$ cat src/rtl/rgb_pkg.sv
// Shared types and constants for the RGB LED arbiter and its PWM stage.
// Duty fields are DUTY_W wide; instances use the low PWM_BITS (PWM_BITS <= DUTY_W).
package rgb_pkg;

  localparam int unsigned CLK_HZ = 12_000_000;
  localparam int unsigned DUTY_W = 8;

  typedef struct packed {
    logic [DUTY_W-1:0] r;
    logic [DUTY_W-1:0] g;
    logic [DUTY_W-1:0] b;
  } rgb_duty_t;

  typedef enum logic {
    IDLE,
    HOLD
  } arb_state_t;

  localparam rgb_duty_t RED     = '{r: 8'hFF, g: 8'h00, b: 8'h00};
  localparam rgb_duty_t YELLOW  = '{r: 8'hFF, g: 8'hFF, b: 8'h00};
  localparam rgb_duty_t GREEN   = '{r: 8'h00, g: 8'hFF, b: 8'h00};
  localparam rgb_duty_t CYAN    = '{r: 8'h00, g: 8'hFF, b: 8'hFF};
  localparam rgb_duty_t BLUE    = '{r: 8'h00, g: 8'h00, b: 8'hFF};
  localparam rgb_duty_t MAGENTA = '{r: 8'hFF, g: 8'h00, b: 8'hFF};
  localparam rgb_duty_t OFF     = '{r: 8'h00, g: 8'h00, b: 8'h00};

endpackage

$ cat src/rtl/rgb_led_arbiter_pwm.sv
// Three-channel PWM: free-running counter, each channel high while cnt < duty.
module rgb_pwm
  import rgb_pkg::*;
#(
  parameter int unsigned PWM_BITS = 8
) (
  input  logic      clk,
  input  logic      rst_n,
  input  rgb_duty_t duty,
  output logic      pwm_r,
  output logic      pwm_g,
  output logic      pwm_b
);

  logic [PWM_BITS-1:0] cnt_q;

  always_ff @(posedge clk or negedge rst_n) begin
    if (!rst_n) begin
      cnt_q <= '0;
      pwm_r <= 1'b0;
      pwm_g <= 1'b0;
      pwm_b <= 1'b0;
    end else begin
      cnt_q <= cnt_q + PWM_BITS'(1);
      pwm_r <= (cnt_q < duty.r[PWM_BITS-1:0]);
      pwm_g <= (cnt_q < duty.g[PWM_BITS-1:0]);
      pwm_b <= (cnt_q < duty.b[PWM_BITS-1:0]);
    end
  end

endmodule

$ cat src/rtl/rgb_led_arbiter.sv
// Round-robin arbiter sharing one RGB LED between NUM_REQ requesters,
// with a minimum hold time per grant and a PWM output stage.
module rgb_led_arbiter
  import rgb_pkg::*;
#(
  parameter int unsigned HOLD_CYCLES = 2000000,
  parameter int unsigned NUM_REQ     = 4,
  parameter int unsigned PWM_BITS    = 8
) (
  input  logic                        clk,
  input  logic                        rst_n,
  input  logic [NUM_REQ-1:0]          req,
  input  logic [NUM_REQ*3*PWM_BITS-1:0] color,
  output logic [NUM_REQ-1:0]          grant,
  output logic                        busy,
  output logic                        RGB_R,
  output logic                        RGB_G,
  output logic                        RGB_B
);

  localparam int unsigned IDX_W = (NUM_REQ > 1) ? $clog2(NUM_REQ) : 1;
  localparam int unsigned CNT_W = (HOLD_CYCLES > 1) ? $clog2(HOLD_CYCLES) : 1;
  localparam int unsigned CH_W  = 3 * PWM_BITS;

  arb_state_t         state_q, state_d;
  logic [IDX_W-1:0]   last_q, last_d;
  logic [CNT_W-1:0]   cnt_q, cnt_d;
  logic [NUM_REQ-1:0] grant_d;
  rgb_duty_t          duty_q, duty_d;

  logic               found;
  logic [IDX_W-1:0]   win;
  logic [IDX_W-1:0]   scan_idx;
  logic [CH_W-1:0]    sel_color;

  // Round-robin scan from last+1; the current holder is only eligible from IDLE.
  always_comb begin
    found    = 1'b0;
    win      = last_q;
    scan_idx = last_q;
    for (int unsigned k = 1; k <= NUM_REQ; k++) begin
      scan_idx = IDX_W'((32'(last_q) + k) % NUM_REQ);
      if (!found && req[scan_idx] && (k < NUM_REQ || state_q == IDLE)) begin
        found = 1'b1;
        win   = scan_idx;
      end
    end
  end

  // Next-state, grant, hold counter and duty selection.
  always_comb begin
    state_d   = state_q;
    last_d    = last_q;
    cnt_d     = cnt_q;
    grant_d   = grant;
    duty_d    = '0;
    sel_color = color[32'(last_q)*CH_W +: CH_W];

    case (state_q)
      IDLE: begin
        if (found) begin
          state_d = HOLD;
          grant_d = NUM_REQ'(1) << win;
          last_d  = win;
          cnt_d   = '0;
        end
      end
      HOLD: begin
        duty_d.r = DUTY_W'(sel_color[2*PWM_BITS +: PWM_BITS]);
        duty_d.g = DUTY_W'(sel_color[PWM_BITS +: PWM_BITS]);
        duty_d.b = DUTY_W'(sel_color[0 +: PWM_BITS]);
        if (!req[last_q]) begin
          cnt_d = '0;
          if (found) begin
            grant_d = NUM_REQ'(1) << win;
            last_d  = win;
          end else begin
            grant_d = '0;
            state_d = IDLE;
          end
        end else if (cnt_q < CNT_W'(HOLD_CYCLES - 1)) begin
          cnt_d = cnt_q + CNT_W'(1);
        end else begin
          cnt_d = '0;
          if (found) begin
            grant_d = NUM_REQ'(1) << win;
            last_d  = win;
          end
        end
      end
      default: state_d = IDLE;
    endcase
  end

  always_ff @(posedge clk or negedge rst_n) begin
    if (!rst_n) begin
      state_q <= IDLE;
      last_q  <= IDX_W'(NUM_REQ - 1);
      cnt_q   <= '0;
      grant   <= '0;
      busy    <= 1'b0;
      duty_q  <= '0;
    end else begin
      state_q <= state_d;
      last_q  <= last_d;
      cnt_q   <= cnt_d;
      grant   <= grant_d;
      busy    <= |grant_d;
      duty_q  <= duty_d;
    end
  end

  rgb_pwm #(
    .PWM_BITS(PWM_BITS)
  ) u_pwm (
    .clk  (clk),
    .rst_n(rst_n),
    .duty (duty_q),
    .pwm_r(RGB_R),
    .pwm_g(RGB_G),
    .pwm_b(RGB_B)
  );

endmodule

$ cat config.mk
export PLATFORM = sky130hd
export DESIGN_NAME = rgb_led_arbiter
export DESIGN_NICKNAME = d
export VERILOG_FILES = /design/src/rtl/rgb_pkg.sv /design/src/rtl/rgb_led_arbiter_pwm.sv /design/src/rtl/rgb_led_arbiter.sv
export SDC_FILE = /design/constraint.sdc
export NUM_CORES = 1
export LEC_CHECK = 0
export CAP_MARGIN = 20
export CORE_UTILIZATION = 30
export DETAILED_ROUTE_END_ITERATION = 6
export PLACE_DENSITY = 0.67
export SYNTH_ARGS = -nofsm -noshare
export SYNTH_HDL_FRONTEND = slang
export SYNTH_HIERARCHICAL = 1
export SYNTH_SLANG_ARGS = --single-unit
$ cat constraint.sdc
create_clock -name clk -period 2.4 [get_ports clk]
set_clock_uncertainty 0.15 [all_clocks]
set_input_delay 0.36 -clock clk [delete_from_list [all_inputs] [get_ports clk]]
set_output_delay 0.36 -clock clk [all_outputs]
set_load 0.02 [all_outputs]
==> results of run 1 <==
critical path, delay by kind of cell (launching register included):
family / cells / cell delay (ns)
AO/OA/AOI/OAI: 5 / 1.26
flip-flops: 1 / 0.38
AND/OR/NAND/NOR: 1 / 0.29
buffers and inverters: 1 / 0.15
routing by layer:
layer  GRT usage [%]  share of wire [%]  vias up
met3            3.89                3.9       17
li1                -                  -     1571
met5               0                  0        -
met4            5.47                1.9        0
met2            27.7                 52       68
met1            17.6                 42     1577
final cells by class:
type                            count  share of cell area, %
Clock buffer                       11                   4.26
Sequential cell                    64                   28.1
Tap cell                          172                   3.78
Timing Repair Buffer              135                   22.5
Multi-Input combinational cell    255                   38.3
Inverter                           30                   1.98
Clock inverter                      5                  0.988
sequential cells by signal, indices dropped and copies added (netlist names):
register / flops
u_pwm/pwm_g: 1
state_q: 1
u_pwm/pwm_r: 1
grant: 4
last_q: 2
u_pwm/pwm_b: 1
cnt_q: 21
u_pwm/cnt_q: 8
duty_q: 24
busy: 1
cells in the final DEF (no fill, tap or decap), drive strengths merged, types with 5 or more instances in the layout:
cell type,instances
nand2,23
inv,30
xnor2,9
mux4,25
and2,27
dfrtp,62
xor2,9
o21ai,11
nand3,17
nor3,5
nor2,30
nand2b,5
buf,26
a21oi,15
clkbuf,11
clkdlybuf4s50,108
a21o,6
ha,23
how the worst max path moves through the flow:
stage,from,end,slack [ns],cells past startpoint
floorplan,last_q[0],busy,0.06,5
global placement,req[2],busy,-0.18,7
detailed placement,req[1],busy,-0.27,8
CTS,last_q[0],busy,0.004,6
global route,last_q[0],busy,-0.008,7
finish,last_q[0],busy,0.04,7
cell families (layout without fill, tap and decap cells):
group / Yosys count / count (layout) / share of synthesized area, %
AOI/OAI and AO/OA: 60 / 60 / 11.3
xor gates and xnor gates: 18 / 18 / 4.03
adders and majority gates: 23 / 23 / 7.36
buffers and inverters: 42 / 181 / 4.29
DFF: 64 / 64 / 41.1
muxes: 26 / 26 / 14.7
and+or+nand+nor: 128 / 128 / 17.3
stage by stage:
step	instance area [µm²]	util (%)	TNS [ns]	setup slack [ns]
3_5_place_dp	5330	42.1	-0.893	-0.270
2_1_floorplan	3910	-	0	0.0569
5_1_grt	5700	45.0	-0.00820	-0.00820
6_report	5700	45.0	0	0.0399
4_1_cts	5640	44.5	0	0.00377
3_3_place_gp	5330	42.1	-0.324	-0.175
timing repair:
item | 4_1_cts | 5_1_grt
buffers inserted | 0 | 1
endpoints found under the hold margin | 26 | 0
gates resized for setup | 0 | 10
hold buffers | 1 | 0
setup endpoints to repair | 0 | 3
power by group:
part / internal, W / switching (W) / total (W)
clock network: 0.000830 / 0.000476 / 0.00131
logic: 0.00127 / 0.00112 / 0.00239
registers: 0.00140 / 0.000160 / 0.00156
total: 0.00350 / 0.00176 / 0.00526
synthesized netlist by cell type, types with 3 or more instances:
| cell type | number | area share, % |
|---|---|---|
| sky130_fd_sc_hd__a21o_1 | 6 | 1.2 |
| sky130_fd_sc_hd__a21oi_1 | 15 | 1.9 |
| sky130_fd_sc_hd__a221oi_1 | 3 | 0.67 |
| sky130_fd_sc_hd__and2_1 | 26 | 4.2 |
| sky130_fd_sc_hd__and3_1 | 3 | 0.48 |
| sky130_fd_sc_hd__buf_1 | 4 | 0.38 |
| sky130_fd_sc_hd__clkbuf_1 | 5 | 0.48 |
| sky130_fd_sc_hd__dfrtp_1 | 62 | 40 |
| sky130_fd_sc_hd__ha_1 | 23 | 7.4 |
| sky130_fd_sc_hd__inv_1 | 30 | 2.9 |
| sky130_fd_sc_hd__mux4_2 | 25 | 14 |
| sky130_fd_sc_hd__nand2_1 | 23 | 2.2 |
| sky130_fd_sc_hd__nand2b_1 | 5 | 0.80 |
| sky130_fd_sc_hd__nand3_1 | 16 | 2.0 |
| sky130_fd_sc_hd__nor2_1 | 30 | 2.9 |
| sky130_fd_sc_hd__nor3_1 | 4 | 0.51 |
| sky130_fd_sc_hd__o21ai_0 | 10 | 1.3 |
| sky130_fd_sc_hd__or2_2 | 3 | 0.48 |
| sky130_fd_sc_hd__xnor2_1 | 9 | 2.0 |
| sky130_fd_sc_hd__xor2_1 | 9 | 2.0 |
==> results list, run 1 <==
- The run finished with clean final reports.
- Detailed placement ended at an HPWL of about 7.6 mm.
* Setup violations, final: 0
- The worst hold path begins at cnt_q[20].
- Post-Syn Area: ~3900 µm²
- The later pin in the worst-skew pair is clocked with a latency of approximately 0.33 ns.
* Count of filler cells inserted in the layout: approximately 1200
- Number of iterations in the first detailed-routing pass: 5
- The largest single stage delay on the critical path is about 0.4 ns.
- Number of violations of the max-capacitance limit: 0
- Power Dens Cells: just over 900 nW/µm²
* Maximum buffer depth of the clock tree: 2
- CTS built an H-tree with a depth of 3.
- Headroom to the max-slew limit: about 60%
- From left edge to right edge, the die measures ~120 µm.
- Layout-stage area growth over the synthesis result: 45.9%
- Vias per Instance: ~4.8
* Num ports: between 100 and 150
- Timing-limited maximum frequency: 424 MHz
- The worst setup path is launched from a register.
- Pin count of the biggest net entering global routing: 29
- The critical path is of the reg -> reg type.
- Number of synthesized flops with an enable pin: 0
- In this run the worst path has a maximum fanout of 7.
* Worst Path Required: about 2.5 ns
* Remaining antenna violation count after routing: 0
- The analysis attributes to cell leakage a power of around 2.4 nW.
* Post-DR wirelength/cell: 14.7 µm
- The final route contains approximately 3200 vias.
- DRC violations left: 0
* Number of buffers created by CTS: 9
- Total power: ~0.0053 W
- The worst hold path passes through 2 cells.
* Total GRT Usage: around 15%
* TritonCTS clock tree: built
- After detailed routing, the total wire length is just under 10 mm.
- Min-delay worst type: reg -> reg
* Chip Height: between 100 and 150 µm
- Number of nets produced by synthesis: 486
- Clock-pin slew was measured on the worst setup and hold paths at about 0.060 ns.
- Placeable Area: approximately 13000 µm²
* Endpoint, Worst Hold: cnt_q[20]
* Proportion of synthesized chip area in sequential cells: between 40% and 50%
- The number of antenna diodes in the final layout is 0.
* Register-to-Register Path Depth: 7
- Initial standard-cell utilization of the core: between 30% and 40%
- Violation count after the first detailed-route iteration: between 100 and 150
- Synth cell types: 58
* Cells after synthesis: approximately 360
- In this run the clock root is driven by a sky130_fd_sc_hd__clkbuf_16.
- For this run, asynchronously set or reset flops after synthesis account for between 90% and 100%.
* Mean instance size in the synthesized netlist: between 10 and 15 µm²
- Share of cells above drive strength 1: 18.4%
- The first global-routing pass estimated 15.6 mm of wire.
- Number of nets at the end of the flow: 620
- The initial antenna violation count came to 0.
- At the pin with the least slew margin, the transition time is 0.607 ns.
- Combined area of the multi-input logic cells: between 2000 and 2500 µm²
* Total overflow reported by the global router: 0
- Counting flops and latches in the post-synthesis netlist gives 64.
- Overall die area: around 13000 µm²
- Worst-case hold slack: 0.355 ns
- Seq. cell area: approximately 1600 µm²
* Final Critical Period: 2.36 ns
- The final-report max-slew violation count is 0.
- CP endpoint kind: register
* Clock sinks: 64
* Ys flop type: sky130_fd_sc_hd__dfrtp_1
- Post-route clock period utilization: a little over nine tenths
* Number of buffer cells added on primary ports: between 100 and 150
- The count of endpoints failing hold in the final timing report was 0.
- RePlAce Congestion: 0.866
* Maximum VDD drop: 613 µV
* Fin cells: 672
* Number of placement rows: 41
- The via count of the first global-routing pass is about 3400.
- For the worst setup path, the data arrival time is ~2.4 ns.
- Setup slack of the most critical reg-to-reg path: about 0.04 ns
* Launching point of the worst reg2reg path: last_q[0]
* Inst Count DP: 654
- Ys Warns: 6
- The worst register-to-register path ends at busy.
* RSZ-0062 raised after global routing: true
* Cell-by-cell trace of the critical path: buf_4, or2_2, a211o_1, a22o_4, a311oi_2, a221oi_2, a2111o_1
- Slowest cell on crit path: sky130_fd_sc_hd__a2111o_1
Power figures use the tool's default switching activity.
==> run 2, diff against run 1 <==
--- a/config.mk
+++ b/config.mk
@@ -6,9 +6,11 @@
 export NUM_CORES = 1
 export LEC_CHECK = 0
 export CAP_MARGIN = 20
+export CELL_PAD_IN_SITES_DETAIL_PLACEMENT = 0
+export CELL_PAD_IN_SITES_GLOBAL_PLACEMENT = 1
 export CORE_UTILIZATION = 30
 export DETAILED_ROUTE_END_ITERATION = 6
-export PLACE_DENSITY = 0.67
+export PLACE_DENSITY = 0.81
 export SYNTH_ARGS = -nofsm -noshare
 export SYNTH_HDL_FRONTEND = slang
 export SYNTH_HIERARCHICAL = 1
==> run 2 against run 1 <==
Compared with the run above: cell count increased by 0.60%; first-iteration DRC count decreased by 37%; sequential power hardly changed; count of clock-buffer cells in the layout down 2; combinational power hardly changed; critical path depth shrank 2; worst setup slack worse by 0.034 ns; flip-flop and latch count unchanged; register-to-register slack lost 0.03 ns; routed wire length down 3.0%; total power shrank 0.11%; global-route usage barely moved; critical path type unchanged; highest routed layer unchanged.
==> results list, run 2 (same netlist as run 1, synthesis figures left out) <==
- The run finished with clean final reports.
- The tree is rooted in a sky130_fd_sc_hd__clkbuf_16.
- The initial antenna violation count was 0.
* Power Dens Cells: 917 nW/µm²
- Startpoint of the worst hold path: cnt_q[20]
- The floorplan step set the die height to between 100 and 150 µm.
- Counting buffers and inverters, the worst setup path is 5 cells deep.
* Number of H-tree levels: 3
- After clock tree synthesis, the clock-pin slew on the worst setup and hold paths is roughly 0.060 ns.
* Vias per Instance: around 4.8
- The largest registers in the layout are duty_q x24, cnt_q x21, u_pwm/cnt_q x8.
* Setup violations, final: 0
* Internal Pwr Total: 0.00349 W
- Layout-stage area growth over the synthesis result: 46.7%
- The net count of the finished layout is 624.
- Worst Path Required: approximately 2.5 ns
- Final Critical Period: 2.39 ns
- DRC violations left: 0
* Crit path max-delay family: compound AO/OA/AOI/OAI gates
* Total power: 0.00526 W
* Launching point of the worst reg2reg path: last_q[0]
- Measured slew at the worst slew-check pin: around 0.54 ns
* Most used cells in the layout excluding fill and tap cells: 108 x sky130_fd_sc_hd__clkdlybuf4s50_1, 62 x sky130_fd_sc_hd__dfrtp_1, 30 x sky130_fd_sc_hd__inv_1, 30 x sky130_fd_sc_hd__nor2_1, 28 x sky130_fd_sc_hd__buf_4
- Slowest stage delay, CP: about 0.56 ns
* Post-CTS setup buffer count: 0
* Pin count of the biggest net entering global routing: 29
* Share of cells above drive strength 1: 18.7%
- Total overflow reported by the global router: 0
* Setup crit start: last_q[0]
- Fin area: ~5700 µm²
- TritonCTS clock tree: built
- Kind of critical path: reg -> reg
- The register with the most flip-flops in the layout has 24 of them.
- Placeable Area: roughly 13000 µm²
* Detailed-route wire length: between 9 and 10 mm
- The die is 116 µm wide.
- Share of power burned in combinational logic: a little under half
- Timing-limited maximum frequency: 418 MHz
- 0 antenna diodes ended up in the layout.
- Across the run, the number of max-cap violations was 0.
* Startpoint kind of the worst setup timing path: register
* RePlAce Congestion: 0.791
* Number of placement rows: slightly above 40
- Global routing used between 10% and 20% of the available tracks across all layers.
- Max-slew violations: 0
- Slowest cell on crit path: sky130_fd_sc_hd__dfstp_2
- The critical path contains buffers and inverters numbering 0 combined.
* Switching Power: 0.00177 W
* Fin. Hold Viols: 0
- Flop pwr share: approximately 30%
* Vias in the first global route: roughly 3600
- Leakage power: around 2.5 nW
- Counting every sink on the clock net gives 64.
- Initial standard-cell utilization of the core: between 30 and 40%
- Detail Placement HPWL: 7.51 mm
- The die covers 13500 µm².
* Number of iterations in the first detailed-routing pass: 4
- Cell-by-cell trace of the critical path: mux4_2, a22o_4, a311oi_2, a221oi_2, a2111o_1
- CP endpoint kind: register
* CP Data Arrival Time: roughly 2.5 ns
* RSZ-0062 raised after global routing: true
* Maximum buffer depth of the clock tree: 2
* Most common library cell in the layout ignoring fill and taps: sky130_fd_sc_hd__clkdlybuf4s50_1
* Violation count after the first detailed-route iteration: 69
- Num ports: 110
- Instance area after placement: roughly 5400 µm²
- The register with the most flip-flops in the final layout is duty_q.
* Headroom to the max-slew limit: 63.8%
* Wire length of the first global-routing pass: between 15 and 20 mm
* Min-delay worst type: reg -> reg
- Number of instances on the worst hold path: 2
* Remaining antenna violation count after routing: 0
- Measured in cells, the most critical reg-to-reg path has a length of 5.
- The clock network accounts for ~25% of the total power.
* Post-DR wirelength/cell: between 10 and 15 µm
* Maximum VDD drop: ~470 µV
* Worst Path Max Fanout: 8
- Number of buffer cells added on primary ports: between 100 and 150
- Switching power as a share of total power: between 30% and 40%
- Worst skew pair latency: 0.33 ns
- Dividing the final minimum period by the clock period gives between 90 and 100%.
- Number of buffers created by CTS: 9
- Via Count: between 3000 and 4000
==> run 2: changes by cell type in the layout (fill, tap and decap cells not counted), sizes merged <==
cell,delta
buf,+4
clkbuf,-2
clkinv,-2
clkinvlp,+1
inv,+3
==> run 2: final timing paths <==
| path | endpoint | slack (ns) |
|---|---|---|
| setup / recovery | busy | 0.006 |
| hold / removal | cnt_q[20] | 0.37 |
| setup reg to reg | busy | 0.006 |
| hold reg to reg | cnt_q[20] | 0.37 |
| max in group asynchronous | u_pwm/pwm_g | 1.05 |
| min in group asynchronous | cnt_q[10] | 0.44 |
==> run 2: cell type report <==
type	count	area [µm²]
repair buffers	139	1330
clock inverters	7	76.3
multi-input cells	255	2170
well taps	172	215
inverters	30	113
flip-flops and latches	64	1600
fillers	1192	6940
clock buffers	9	225
==> run 2: layer usage <==
| metal | vias up | track usage, % | part of all wire [%] |
|---|---|---|---|
| li1 | 1574 | - | - |
| met1 | 1582 | 16.9 | 40 |
| met2 | 58 | 29.0 | 54 |
| met3 | 11 | 3.32 | 4.1 |
| met4 | 0 | 5.04 | 1.3 |
| met5 | - | 0 | 0 |
==> run 2: per-stage QoR <==
| step | worst slack (ns) | setup TNS, ns | instances | hold WS [ns] | util [%] |
|---|---|---|---|---|---|
| 4_1_cts | 0.00920 | 0 | 676 | 0.371 | 45.1 |
| 2_1_floorplan | 0.0569 | 0 | 361 | -0.0856 | - |
| 3_3_place_gp | -0.191 | -0.357 | 659 | 0.215 | 42.5 |
| 6_report | 0.00565 | 0 | 676 | 0.371 | 45.2 |
| 3_5_place_dp | -0.292 | -0.875 | 659 | 0.233 | 42.5 |
| 5_1_grt | -0.0337 | -0.0337 | 676 | 0.415 | 45.2 |
==> run 2: worst reg2reg max path, cell delays in order (launching register included) <==
cell	delay [ns]
sky130_fd_sc_hd__dfstp_2	0.56
sky130_fd_sc_hd__mux4_2	0.53
sky130_fd_sc_hd__a22o_4	0.31
sky130_fd_sc_hd__a311oi_2	0.24
sky130_fd_sc_hd__a221oi_2	0.07
sky130_fd_sc_hd__a2111o_1	0.40
==> run 2: power by group through the flow <==
stage	combinational, W	clock (W)	sequential [W]
2_1_floorplan	0.00153	0	0.00158
3_3_place_gp	0.00228	0	0.00158
3_5_place_dp	0.00234	0	0.00158
4_1_cts	0.00239	0.00134	0.00156
5_1_grt	0.00264	0.00138	0.00160
6_report	0.00238	0.00131	0.00156
==> run 2: timing repair <==
item                       CTS  global route
hold endpoints to repair    18             0
pin swaps                    0             4
resized for setup            3             4
setup endpoints to repair    1             2
hold buffers                 1             0
==> run 3, diff against run 2 <==
--- a/config.mk
+++ b/config.mk
@@ -8,9 +8,9 @@
 export CAP_MARGIN = 20
 export CELL_PAD_IN_SITES_DETAIL_PLACEMENT = 0
 export CELL_PAD_IN_SITES_GLOBAL_PLACEMENT = 1
-export CORE_UTILIZATION = 30
+export CORE_UTILIZATION = 34
 export DETAILED_ROUTE_END_ITERATION = 6
-export PLACE_DENSITY = 0.81
+export PLACE_DENSITY = 0.89
 export SYNTH_ARGS = -nofsm -noshare
 export SYNTH_HDL_FRONTEND = slang
 export SYNTH_HIERARCHICAL = 1
==> run 3 against run 2 <==
Compared with the run above: the run now ends with negative setup slack left; hold slack worse by 0.029 ns; die area down 12%; count of clock-buffer cells in the layout up 2; non-clock buffer count down 4; largest power group unchanged.
==> results list, run 3 (same netlist as run 1, synthesis figures left out) <==
- Most common library cell in the layout ignoring fill and taps: sky130_fd_sc_hd__clkdlybuf4s50_1
- The critical path is of the in -> reg type.
- The core region is 11000 µm².
- Detailed placement finished with a half-perimeter wire length of around 7.9 mm.
- Setup TNS: -0.0157 ns
* Number of buffers created by CTS: 9
- Largest registers: duty_q x24, cnt_q x21, u_pwm/cnt_q x8
- Final Critical Period: roughly 2.4 ns
- For this design the static power due to leakage is approximately 2.5 nW.
- Number of nets at the end of the flow: slightly above 600
- The final-report max-slew violation count is 0.
- Summing all non-filler instances in the final layout gives an area of 5700 µm².
- Data on the critical path is required at its endpoint by ~2.5 ns.
- At the pin with the least slew margin, the transition time is approximately 0.57 ns.
- The detailed router finished its first iteration with ~140 violations.
- Once layout is complete, the cells apart from fillers number between 600 and 700.
* Min-delay worst type: reg -> reg
- TritonCTS clock tree: built
* Power Dens Cells: 946 nW/µm²
- In the layout the commonest cells are 108 x sky130_fd_sc_hd__clkdlybuf4s50_1, 62 x sky130_fd_sc_hd__dfrtp_1, 30 x sky130_fd_sc_hd__inv_1, 30 x sky130_fd_sc_hd__nor2_1.
- Number of H-tree levels: 3
- The first global-routing pass estimated approximately 17 mm of wire.
- The initial antenna violation count was 0.
- Number of violations of the max-capacitance limit: 0
* Inst Count DP: 621
* Layout-stage area growth over the synthesis result: 45.9%
* Slowest cell on crit path: sky130_fd_sc_hd__clkdlybuf4s50_1
- Using the TritonRoute via totals, the vias-per-cell ratio works out to between 5 and 6.
* Share of cells above drive strength 1: a little under a fifth
- The count of endpoints failing hold in the final timing report was 0.
* Worst Path Max Fanout: 8
- Setup violations remaining at the end of the flow were counted as 1.
* Total GRT Usage: a little under a fifth
- Largest reg by FF count: duty_q
* Post-DR wirelength/cell: between 15 and 20 µm
- For this design, the sink count on the clock tree is 64.
- CP endpoint kind: register
- Via Count: between 3000 and 4000
- The run finished, with violations left.
* Total overflow reported by the global router: 0
- Cell-by-cell trace of the critical path: clkdlybuf4s50_1, or2_2, a211o_1, a22o_4, a311oi_2, a221oi_2, a2111o_1
- Headroom to the max-slew limit: around 62%
- The repair_antennas step left the layout with diodes totalling 0.
- Max FFs per register: 24
* Number of placement rows: 38
* DRC violations left: 0
- After clock tree synthesis, the clock-pin slew on the worst setup and hold paths is ~0.05 ns.
- Maximum VDD drop: about 760 µV
- Remaining antenna violation count after routing: 0
- Maximum buffer depth of the clock tree: 2
- The die covers roughly 12000 µm².
- The worst setup path is launched from a primary input.
* Post-route clock period utilization: 101%
- For this run, the top clock speed supported by timing is slightly above 400 MHz.
* Chip Height: approximately 110 µm
- Chip width: approximately 110 µm
* Setup slack at placement: -0.388 ns
- Number of buffer cells added on primary ports: ~110
- The clock reaches the later pin of the worst-skew pair after about 0.33 ns.
- Setup repair after global routing could not meet its margin everywhere.
- Once routing completed, OpenROAD measured the worst setup slack at -0.0157 ns.
* Initial standard-cell utilization of the core: between 30% and 40%
- For this run, the detailed router's first-pass iteration total came to 4.
* Num ports: 110
- Slowest stage delay, CP: ~0.5 ns
* Vias in the first global route: approximately 3400
- STA puts the critical path data arrival time at ~2.5 ns.
* Violated checks: negative setup slack
* Pin count of the biggest net entering global routing: 43
- Summed over all layers, the routed wires come to around 10 mm.
* Count of filler cells inserted in the layout: slightly below 1000
- Instance area after placement: between 5000 and 6000 µm²
* Library cell used as clock root buffer: sky130_fd_sc_hd__clkbuf_16
- RePlAce Congestion: 0.816
==> run 3: routing by layer <==
layer	share of wire [%]	GRT usage [%]
met1	42	22.4
met2	53	33.8
met3	3.7	4.54
met4	0.97	4.76
met5	0	0
==> run 3: worst max-delay path: cells and delay by family <==
family	cells	cell delay, ns
and+or+nand+nor	1	0.32
buffers and inverters	1	0.50
AOI/OAI and AO/OA	5	1.29
==> run 3: where the power goes <==
group	switching [W]	internal [W]	leakage [nW]
Clock	0.000461	0.000935	0.152
Combinational	0.00114	0.00129	1.52
Sequential	0.000167	0.00140	0.789
Total	0.00177	0.00363	2.46
==> run 3: path summary, 6_finish.rpt <==
kind / startpoint / endpoint / slack [ns] / cells past startpoint
max: req[1] / busy / -0.02 / 7
min reg2reg: cnt_q[20] / cnt_q[20] / 0.34 / 2
min in group asynchronous: rst_n / state_q / 0.43 / 2
min: cnt_q[20] / cnt_q[20] / 0.34 / 2
max reg2reg: last_q[0] / busy / 0.01 / 7
max in group asynchronous: rst_n / duty_q[20] / 1.05 / 3
==> run 3: area by class of cell <==
| class | count | area, µm² | area share [%] |
|---|---|---|---|
| inverter | 30 | 113 | 1.97 |
| multi-input combinational | 255 | 2190 | 38.4 |
| clock inverter | 5 | 80.1 | 1.40 |
| sequential | 64 | 1600 | 28.1 |
| clock buffer | 11 | 243 | 4.26 |
| timing repair buffer | 135 | 1300 | 22.7 |
| tap | 140 | 175 | 3.07 |
==> run 3: timing repair <==
action                                  CTS  global route
pin swaps                                 0             3
endpoints found under the setup margin    1             4
gates cloned                              0             0
hold buffers                              1             0
setup buffers                             0             2
gates resized for setup                   2             9
endpoints found under the hold margin    20             0
==> run 3: per-stage QoR <==
| stage | power, W | hold WS, ns | utilization, % |
|---|---|---|---|
| 2_1_floorplan | 0.00312 | -0.0856 | - |
| 3_3_place_gp | 0.00385 | 0.224 | 48.0 |
| 3_5_place_dp | 0.00394 | 0.238 | 48.0 |
| 4_1_cts | 0.00537 | 0.350 | 51.2 |
| 5_1_grt | 0.00575 | 0.416 | 51.7 |
| 6_report | 0.00540 | 0.342 | 51.7 |
